File: src/rtl/alu_rr_sched.sv
// Round-robin scheduler sharing one add/sub/and/or ALU between two valid/ready requesters.
// Define ALU_SCHED_ZERO_EN to add the registered resp_zero flag.
module alu_rr_sched #(
    parameter int unsigned N = 8
) (
    input  logic         clk,
    input  logic         rst,
    input  logic         req0_valid,
    output logic         req0_ready,
    input  logic [N-1:0] req0_opnd1,
    input  logic [N-1:0] req0_opnd2,
    input  logic [1:0]   req0_op,
    input  logic         req1_valid,
    output logic         req1_ready,
    input  logic [N-1:0] req1_opnd1,
    input  logic [N-1:0] req1_opnd2,
    input  logic [1:0]   req1_op,
    output logic         resp_valid,
    input  logic         resp_ready,
    output logic [N-1:0] resp_data,
`ifdef ALU_SCHED_ZERO_EN
    output logic         resp_zero,
`endif
    output logic         resp_id
);

    typedef enum logic [1:0] {StIdle, StExec, StResp} state_e;

    state_e       state_q;
    logic         last_q;
    logic [N-1:0] opnd1_q;
    logic [N-1:0] opnd2_q;
    logic [1:0]   op_q;
    logic         id_q;
    logic         resp_valid_q;
    logic [N-1:0] resp_data_q;
    logic         resp_id_q;
`ifdef ALU_SCHED_ZERO_EN
    logic         resp_zero_q;
`endif

    logic         gnt_valid;
    logic         gnt_id;
    logic [N-1:0] alu_res;

    // On a tie the requester not granted last wins.
    always_comb begin
        gnt_valid = 1'b0;
        gnt_id    = 1'b0;
        if (state_q == StIdle && !rst) begin
            if (req0_valid && req1_valid) begin
                gnt_valid = 1'b1;
                gnt_id    = ~last_q;
            end else if (req0_valid) begin
                gnt_valid = 1'b1;
                gnt_id    = 1'b0;
            end else if (req1_valid) begin
                gnt_valid = 1'b1;
                gnt_id    = 1'b1;
            end
        end
    end

    assign req0_ready = gnt_valid && !gnt_id;
    assign req1_ready = gnt_valid && gnt_id;

    always_comb begin
        alu_res = '0;
        case (op_q)
            2'b00:   alu_res = opnd1_q + opnd2_q;
            2'b01:   alu_res = opnd1_q - opnd2_q;
            2'b10:   alu_res = opnd1_q & opnd2_q;
            default: alu_res = opnd1_q | opnd2_q;
        endcase
    end

    always_ff @(posedge clk) begin
        if (rst) begin
            state_q      <= StIdle;
            last_q       <= 1'b1;
            opnd1_q      <= '0;
            opnd2_q      <= '0;
            op_q         <= 2'b00;
            id_q         <= 1'b0;
            resp_valid_q <= 1'b0;
            resp_data_q  <= '0;
            resp_id_q    <= 1'b0;
`ifdef ALU_SCHED_ZERO_EN
            resp_zero_q  <= 1'b1;
`endif
        end else begin
            case (state_q)
                StIdle: begin
                    if (gnt_valid) begin
                        opnd1_q <= gnt_id ? req1_opnd1 : req0_opnd1;
                        opnd2_q <= gnt_id ? req1_opnd2 : req0_opnd2;
                        op_q    <= gnt_id ? req1_op : req0_op;
                        id_q    <= gnt_id;
                        last_q  <= gnt_id;
                        state_q <= StExec;
                    end
                end
                StExec: begin
                    resp_data_q  <= alu_res;
                    resp_id_q    <= id_q;
`ifdef ALU_SCHED_ZERO_EN
                    resp_zero_q  <= (alu_res == '0);
`endif
                    resp_valid_q <= 1'b1;
                    state_q      <= StResp;
                end
                StResp: begin
                    if (resp_ready) begin
                        resp_valid_q <= 1'b0;
                        state_q      <= StIdle;
                    end
                end
                default: state_q <= StIdle;
            endcase
        end
    end

    assign resp_valid = resp_valid_q;
    assign resp_data  = resp_data_q;
    assign resp_id    = resp_id_q;
`ifdef ALU_SCHED_ZERO_EN
    assign resp_zero  = resp_zero_q;
`endif

endmodule

File: config.mk
export PLATFORM = sky130hd
export DESIGN_NAME = alu_rr_sched
export DESIGN_NICKNAME = d
export VERILOG_FILES = /design/src/rtl/alu_rr_sched.sv
export SDC_FILE = /design/constraint.sdc
export NUM_CORES = 1
export LEC_CHECK = 0
export ABC_AREA = 1
export ABC_CLOCK_PERIOD_IN_PS = 2200
export CAP_MARGIN = 0
export CORE_MARGIN = 4
export CORE_UTILIZATION = 45
export CTS_BUF_LIST = sky130_fd_sc_hd__clkbuf_4 sky130_fd_sc_hd__clkbuf_8 sky130_fd_sc_hd__clkbuf_16
export CTS_CLUSTER_DIAMETER = 60
export CTS_CLUSTER_SIZE = 16
export DETAILED_ROUTE_END_ITERATION = 7
export PLACE_DENSITY_LB_ADDON = 0.25
export SKIP_CTS_REPAIR_TIMING = 1
export SLEW_MARGIN = 20
export SYNTH_ARGS = -nofsm -noshare
export SYNTH_HDL_FRONTEND = slang
export SYNTH_SLANG_ARGS = --single-unit
File: constraint.sdc
create_clock -name clk -period 2.2 [get_ports clk]
set_input_delay 0.22 -clock clk [delete_from_list [all_inputs] [get_ports clk]]
set_output_delay 0.22 -clock clk [all_outputs]
set_load 0.02 [all_outputs]
==> results of run 1 <==
## logic make-up (layout without fill, tap and decap cells)
group	count (synthesis)	in the layout	share of synthesized area [%]
compound gates	69	69	21.2
xor+xnor	6	6	2.79
fa+ha+maj	11	11	7.70
buf+inv	32	98	8.17
flops	32	32	34.0
simple gates	115	115	26.2
## power by group through the flow
stage | logic, mW | registers, mW | clock network [mW]
floorplan | 0.428 | 0.712 | 0
CTS | 0.678 | 0.682 | 0.631
detailed placement | 0.674 | 0.694 | 0
global route | 0.828 | 0.691 | 0.654
finish | 0.744 | 0.685 | 0.623
global placement | 0.669 | 0.692 | 0
## placed cells by master (no fill, tap or decap), types with 10 or more instances in the layout
cell type,n
buf_4,14
inv_1,19
clkdlybuf4s50_1,52
dfxtp_1,30
nand2_1,72
a31oi_1,18
nor2_1,20
o21ai_0,22
nand3_1,10
a21oi_1,18
## tightest hold or removal path, delay by kind of cell, from the launching register on
kind / cells / cell delay, ns
and+or+nand+nor: 2 / 0.11
DFF: 1 / 0.33
## flip-flops by register name, summed over array words and instances (netlist names)
signal	flops
last_q	1
opnd2_q	8
id_q	1
opnd1_q	8
resp_valid	1
state_q	2
resp_data	8
resp_id	1
op_q	2
## area by class of cell
class / instances / area [um2] / share of cell area [%]
flip-flops and latches: 32 / 643 / 23.9
well taps: 50 / 62.6 / 2.33
clock inverters: 1 / 30.0 / 1.12
multi-input cells: 201 / 1130 / 42.2
repair buffers: 66 / 626 / 23.3
inverters: 24 / 96.3 / 3.58
clock buffers: 7 / 96.3 / 3.58
## worst max-delay path by stage
stage	start	to	depth (start not counted)
finish	opnd2_q[0]	resp_data[7]	17
detailed placement	opnd2_q[0]	resp_data[7]	17
CTS	opnd2_q[0]	resp_data[7]	17
global placement	op_q[1]	resp_data[6]	13
global route	opnd2_q[1]	resp_data[7]	17
floorplan	opnd2_q[0]	resp_data[7]	16
## stage by stage
| stage | power, mW | cell area (um2) | utilization, % |
|---|---|---|---|
| 2_1_floorplan | 1.14 | 1880 | - |
| 3_3_place_gp | 1.36 | 2460 | 61.2 |
| 3_5_place_dp | 1.37 | 2460 | 61.2 |
| 4_1_cts | 1.99 | 2590 | 64.3 |
| 5_1_grt | 2.17 | 2690 | 66.7 |
| 6_report | 2.05 | 2690 | 66.7 |
## Yosys cell counts, drive strengths merged
library cell	n	area share, %
o21bai	1	0.40
nand3	10	2.7
nor3	2	1.1
a21oi	19	5.0
clkbuf	2	0.40
dfxtp	32	34
clkinv	1	0.27
xor2	3	1.4
nor2	21	5.0
inv	23	4.6
xnor2	3	1.4
a31oi	18	6.0
a311oi	3	1.4
nand3b	1	0.40
o21ai	24	6.6
a21boi	1	0.40
nand2	80	17
a221oi	1	0.46
a41oi	2	0.93
or2	1	0.33
buf	6	2.9
fa	1	1.1
ha	10	6.6
## metal layers
| metal | share of wire (%) | vias to the layer above | wire length [um] |
|---|---|---|---|
| li1 | - | 1025 | - |
| met1 | 45 | 875 | 2340 |
| met2 | 45 | 82 | 2320 |
| met3 | 8.5 | 5 | 435 |
| met4 | 0.76 | 0 | 39 |
| met5 | 0 | - | 0 |
==> flow_metrics.tcl, run 1 <==
set metrics [dict create \
    status "finished clean" \
    crit_required_ns 2.42 \
    ys_warn_count 0 \
    rrSetupSlack_ns 0.14 \
    cts_root_buffer "clkbuf_8" \
    clkPwrFrac_pct 30.4 \
    timing.final.crit_share_pct 93.4 \
    crit_chain "inv_4 -> ha_4 -> inv_2 -> nor3_2 -> nand2_1 -> nand2_1 -> xor2_1 -> ha_1 -> nand2_1 -> nand2_1 -> a21oi_2 -> nand2_1 -> inv_1 -> nand2_1 -> nand3_1 -> nand2_1 -> a21oi_1" \
    met2_usage_pct 30.3 \
    min_path_type "register to register" \
    power.density_nw_per_um2 763 \
    holdWs_ns 0.465 \
    path_max_fanout 4 \
    drc 0 \
    cap_violations 0 \
    r2r-end "resp_data[7]" \
    grt_most_used_layer "met2" \
    tightestPinTransition_ns 0.559 \
    core-area_um2 4030 \
    grt_use_met3_pct 5.65 \
    finalMaxSlewViolations 0 \
    final.min_clock_period_ns 2.06 \
    dp_hpwl_um 3900 \
    drt_iter0_markers 151 \
    clkTransAtPathRegs_ns 0.07 \
    initial_utilization_pct 46.8 \
    cts_made_buffers 5 \
    seq_area_frac_synth_pct 34.0 \
    path_buf_inv 3 \
    clockBufferDepth 2 \
    post_drt_via_cell_ratio 5.22 \
    p_leak_nw 1.11 \
    rows 23 \
    hp-start "last_q" \
    htree_levels 2 \
    cpPeakStageDelay_ns 0.34 \
    worst_slack_ns 0.144 \
    hold_depth 2 \
    cpMostUsedCell "nand2_1" \
    synth_cell_types 31 \
    seqPwrFrac_pct 33.4 \
    startpoint_type "register" \
    grt_pass1_wl_um 7910 \
    fillers 345 \
    switching_share_pct 32.7 \
    layout.nets 382 \
    wire_per_inst_um 13.5 \
    clock.fmax_mhz 486 \
    synth_area_per_cell_um2 7.11 \
    setup_tns_ns 0 \
    endpoint_kind "register" \
    p_int_mw 1.38 \
    arrival_ns 2.28 \
    die_h_um 72.7 \
    num_antenna_cells 0 \
    postRouteAntennaNets 0 \
    netlist_area_um2 1880 \
    gr-total-overflow 0 \
    grt_usage_pct 19.3 \
    rsz0062_at_grt "yes" \
    reg2reg_depth 17 \
    antenna_found_initial 0 \
    wl_um 5130 \
    critPathTopFamily "simple AND/OR/NAND/NOR gates" \
    pin_count 53 \
    dr.pass1.iters 4 \
    peakVddDrop_uv 385 \
    ys_ff_latch 32 \
    clkSinkCount 32 \
    slew_headroom_pct 62.6 \
    areaGrowthSynthToFinish_pct 42.6 \
    final-hold-violation-count 0 \
    grt_max_degree 24 \
    stdcell_count 381 \
    tritoncts "yes" \
    setup_viol 0 \
    pre_cts_slack_ns 0.0415 \
    comb_power_share_pct 36.2 \
    critPathSlowestCell "dfxtp_2" \
    grt_pass1_vias 1723 \
    layout-drive-gt1-share_pct 13.9 \
    die_area_um2 5290 \
    vias 1987 \
    place.port_buffers 52 \
    synth_cells 265 \
    met1_usage_pct 25.9 \
    min_to "last_q" \
    placedCellCount 367 \
    die_w_um 72.7 \
    p_sw_uw 670 \
    reg2reg_from "opnd2_q[0]" \
    crit_type "register to register" \
    clock_skew_ns 0.00418 \
    gp_congestion 0.855 \
    insertion_delay_ns 0.28 \
    syn_nets 317 \
]
(Power assumes the default switching activity.)
==> inputs of run 2 (changes only) <==
--- a/config.mk
+++ b/config.mk
@@ -8,6 +8,7 @@
 export ABC_AREA = 1
 export ABC_CLOCK_PERIOD_IN_PS = 2200
 export CAP_MARGIN = 0
+export CORE_ASPECT_RATIO = 1.1
 export CORE_MARGIN = 4
 export CORE_UTILIZATION = 45
 export CTS_BUF_LIST = sky130_fd_sc_hd__clkbuf_4 sky130_fd_sc_hd__clkbuf_8 sky130_fd_sc_hd__clkbuf_16
==> flow_metrics.tcl, run 2 (synthesis gave the netlist of run 1 again) <==
set metrics [dict create \
    status "finished clean" \
    reg2reg_from "opnd2_q[0]" \
    vias 2020 \
    wire_per_inst_um 13.3 \
    finalMaxSlewViolations 0 \
    peakVddDrop_uv 379 \
    clock.fmax_mhz 460 \
    drc 0 \
    postRouteAntennaNets 0 \
    initial_utilization_pct 47.2 \
    layout.nets 379 \
    clkTransAtPathRegs_ns 0.06 \
    crit_type "register to register" \
    mostFrequentLayoutCell "nand2_1" \
    utilization_pct 65.9 \
    insertion_delay_ns 0.28 \
    die_h_um 75.9 \
    cpPeakStageDelay_ns 0.34 \
    fillers 360 \
    final.min_clock_period_ns 2.17 \
    path_max_fanout 5 \
    crit_required_ns 2.42 \
    rsz0062_at_grt "yes" \
    startpoint_type "register" \
    worst_slack_ns 0.0272 \
    grt_pass1_wl_um 8320 \
    final-hold-violation-count 0 \
    cap_violations 0 \
    num_antenna_cells 0 \
    crit_chain "inv_2 -> ha_4 -> inv_2 -> nor3_2 -> nor2_1 -> xnor2_1 -> ha_1 -> nand2_1 -> nand2_1 -> a21oi_1 -> nand2_1 -> inv_1 -> nand2_1 -> nand3_1 -> nand2_1 -> a21oi_2" \
    slew_headroom_pct 66.8 \
    dp_hpwl_um 3730 \
    setup_viol 0 \
    antenna_found_initial 0 \
    cpMostUsedCell "nand2_1" \
    areaGrowthSynthToFinish_pct 39.8 \
    dr.pass1.iters 5 \
    rows 24 \
    tightestPinTransition_ns 0.496 \
    hp-start "last_q" \
    drt_iter0_markers 146 \
    critPathLaunch "opnd2_q[0]" \
    gp_congestion 0.933 \
    tritoncts "yes" \
    critPathSlowestCell "ha_1" \
    grt_usage_pct 19.7 \
    pin_count 53 \
    clkSinkCount 32 \
    die_area_um2 5290 \
    die_w_um 69.7 \
    min_path_type "register to register" \
    gr-total-overflow 0 \
    pre_cts_slack_ns 0.0225 \
    place.port_buffers 52 \
    layout-drive-gt1-share_pct 13.1 \
    power.density_nw_per_um2 721 \
    cts_root_buffer "clkbuf_8" \
    timing.final.crit_share_pct 98.8 \
    cts_made_buffers 5 \
    core-area_um2 3990 \
    most-common-layout-cells "nand2_1 (72), clkdlybuf4s50_1 (52), dfxtp_1 (29)" \
    p_leak_nw 1.09 \
    post_drt_via_cell_ratio 5.33 \
    grt_max_degree 24 \
    wl_um 5050 \
    clockBufferDepth 2 \
    arrival_ns 2.39 \
    htree_levels 2 \
    clock_skew_ns 0.00349 \
    endpoint_kind "register" \
    grt_pass1_vias 1862 \
]
==> run 2: cell types whose count changed in the layout (fill, tap and decap cells not counted), moves of 2 or more <==
| cell | change |
|---|---|
| buf_4 | -3 |
| nand2_4 | +2 |
| nand2_2 | -2 |
| inv_2 | +2 |
==> run 2: final timing paths <==
kind                                     end  slack (ns)  cells past startpoint
worst min register to register        last_q        0.46                      2
worst min-delay path                  last_q        0.46                      2
worst max-delay path            resp_data[7]        0.03                     16
worst max register to register  resp_data[7]        0.03                     16
==> run 2: metal layers <==
layer | up-vias | GRT usage (%) | wire length [um]
met1 | 911 | 25.1 | 2260
li1 | 1014 | - | -
met2 | 79 | 32.5 | 2320
met5 | - | 0 | 0
met3 | 16 | 3.30 | 317
met4 | 0 | 10.4 | 156
==> run 2: worst max-delay path, delay by kind of cell, from the launching register on <==
| family | cells | cell delay (ns) |
|---|---|---|
| buf+inv | 3 | 0.19 |
| compound gates | 2 | 0.26 |
| flops | 1 | 0.32 |
| xor+xnor | 1 | 0.13 |
| fa+ha+maj | 2 | 0.48 |
| simple gates | 8 | 0.74 |
==> run 2: area by class of cell <==
class | instances | area, um2 | area share [%]
Multi-Input combinational cell | 201 | 1130 | 42.9
Sequential cell | 32 | 644 | 24.5
Clock buffer | 7 | 96.3 | 3.66
Tap cell | 52 | 65.1 | 2.47
Timing Repair Buffer | 63 | 603 | 22.9
Inverter | 24 | 93.8 | 3.56
==> run 2: through the flow <==
step                      power (mW)  std cells  area, um2  setup TNS (ns)  hold slack [ns]
after detailed placement        1.36        369       2470               0            0.444
after global routing            2.03        379       2630          -0.144            0.517
final                           1.90        379       2630               0            0.459
after CTS                       1.85        376       2560         -0.0119            0.459
after floorplan                 1.14        265       1880               0            0.289
after global placement          1.35        369       2470               0            0.440
==> run 2: power by group <==
group          switching [mW]  leakage [nW]  total [mW]  internal [mW]
clock                   0.201        0.0503       0.479          0.278
sequential             0.0484         0.264       0.686          0.637
combinational           0.401         0.771       0.735          0.334
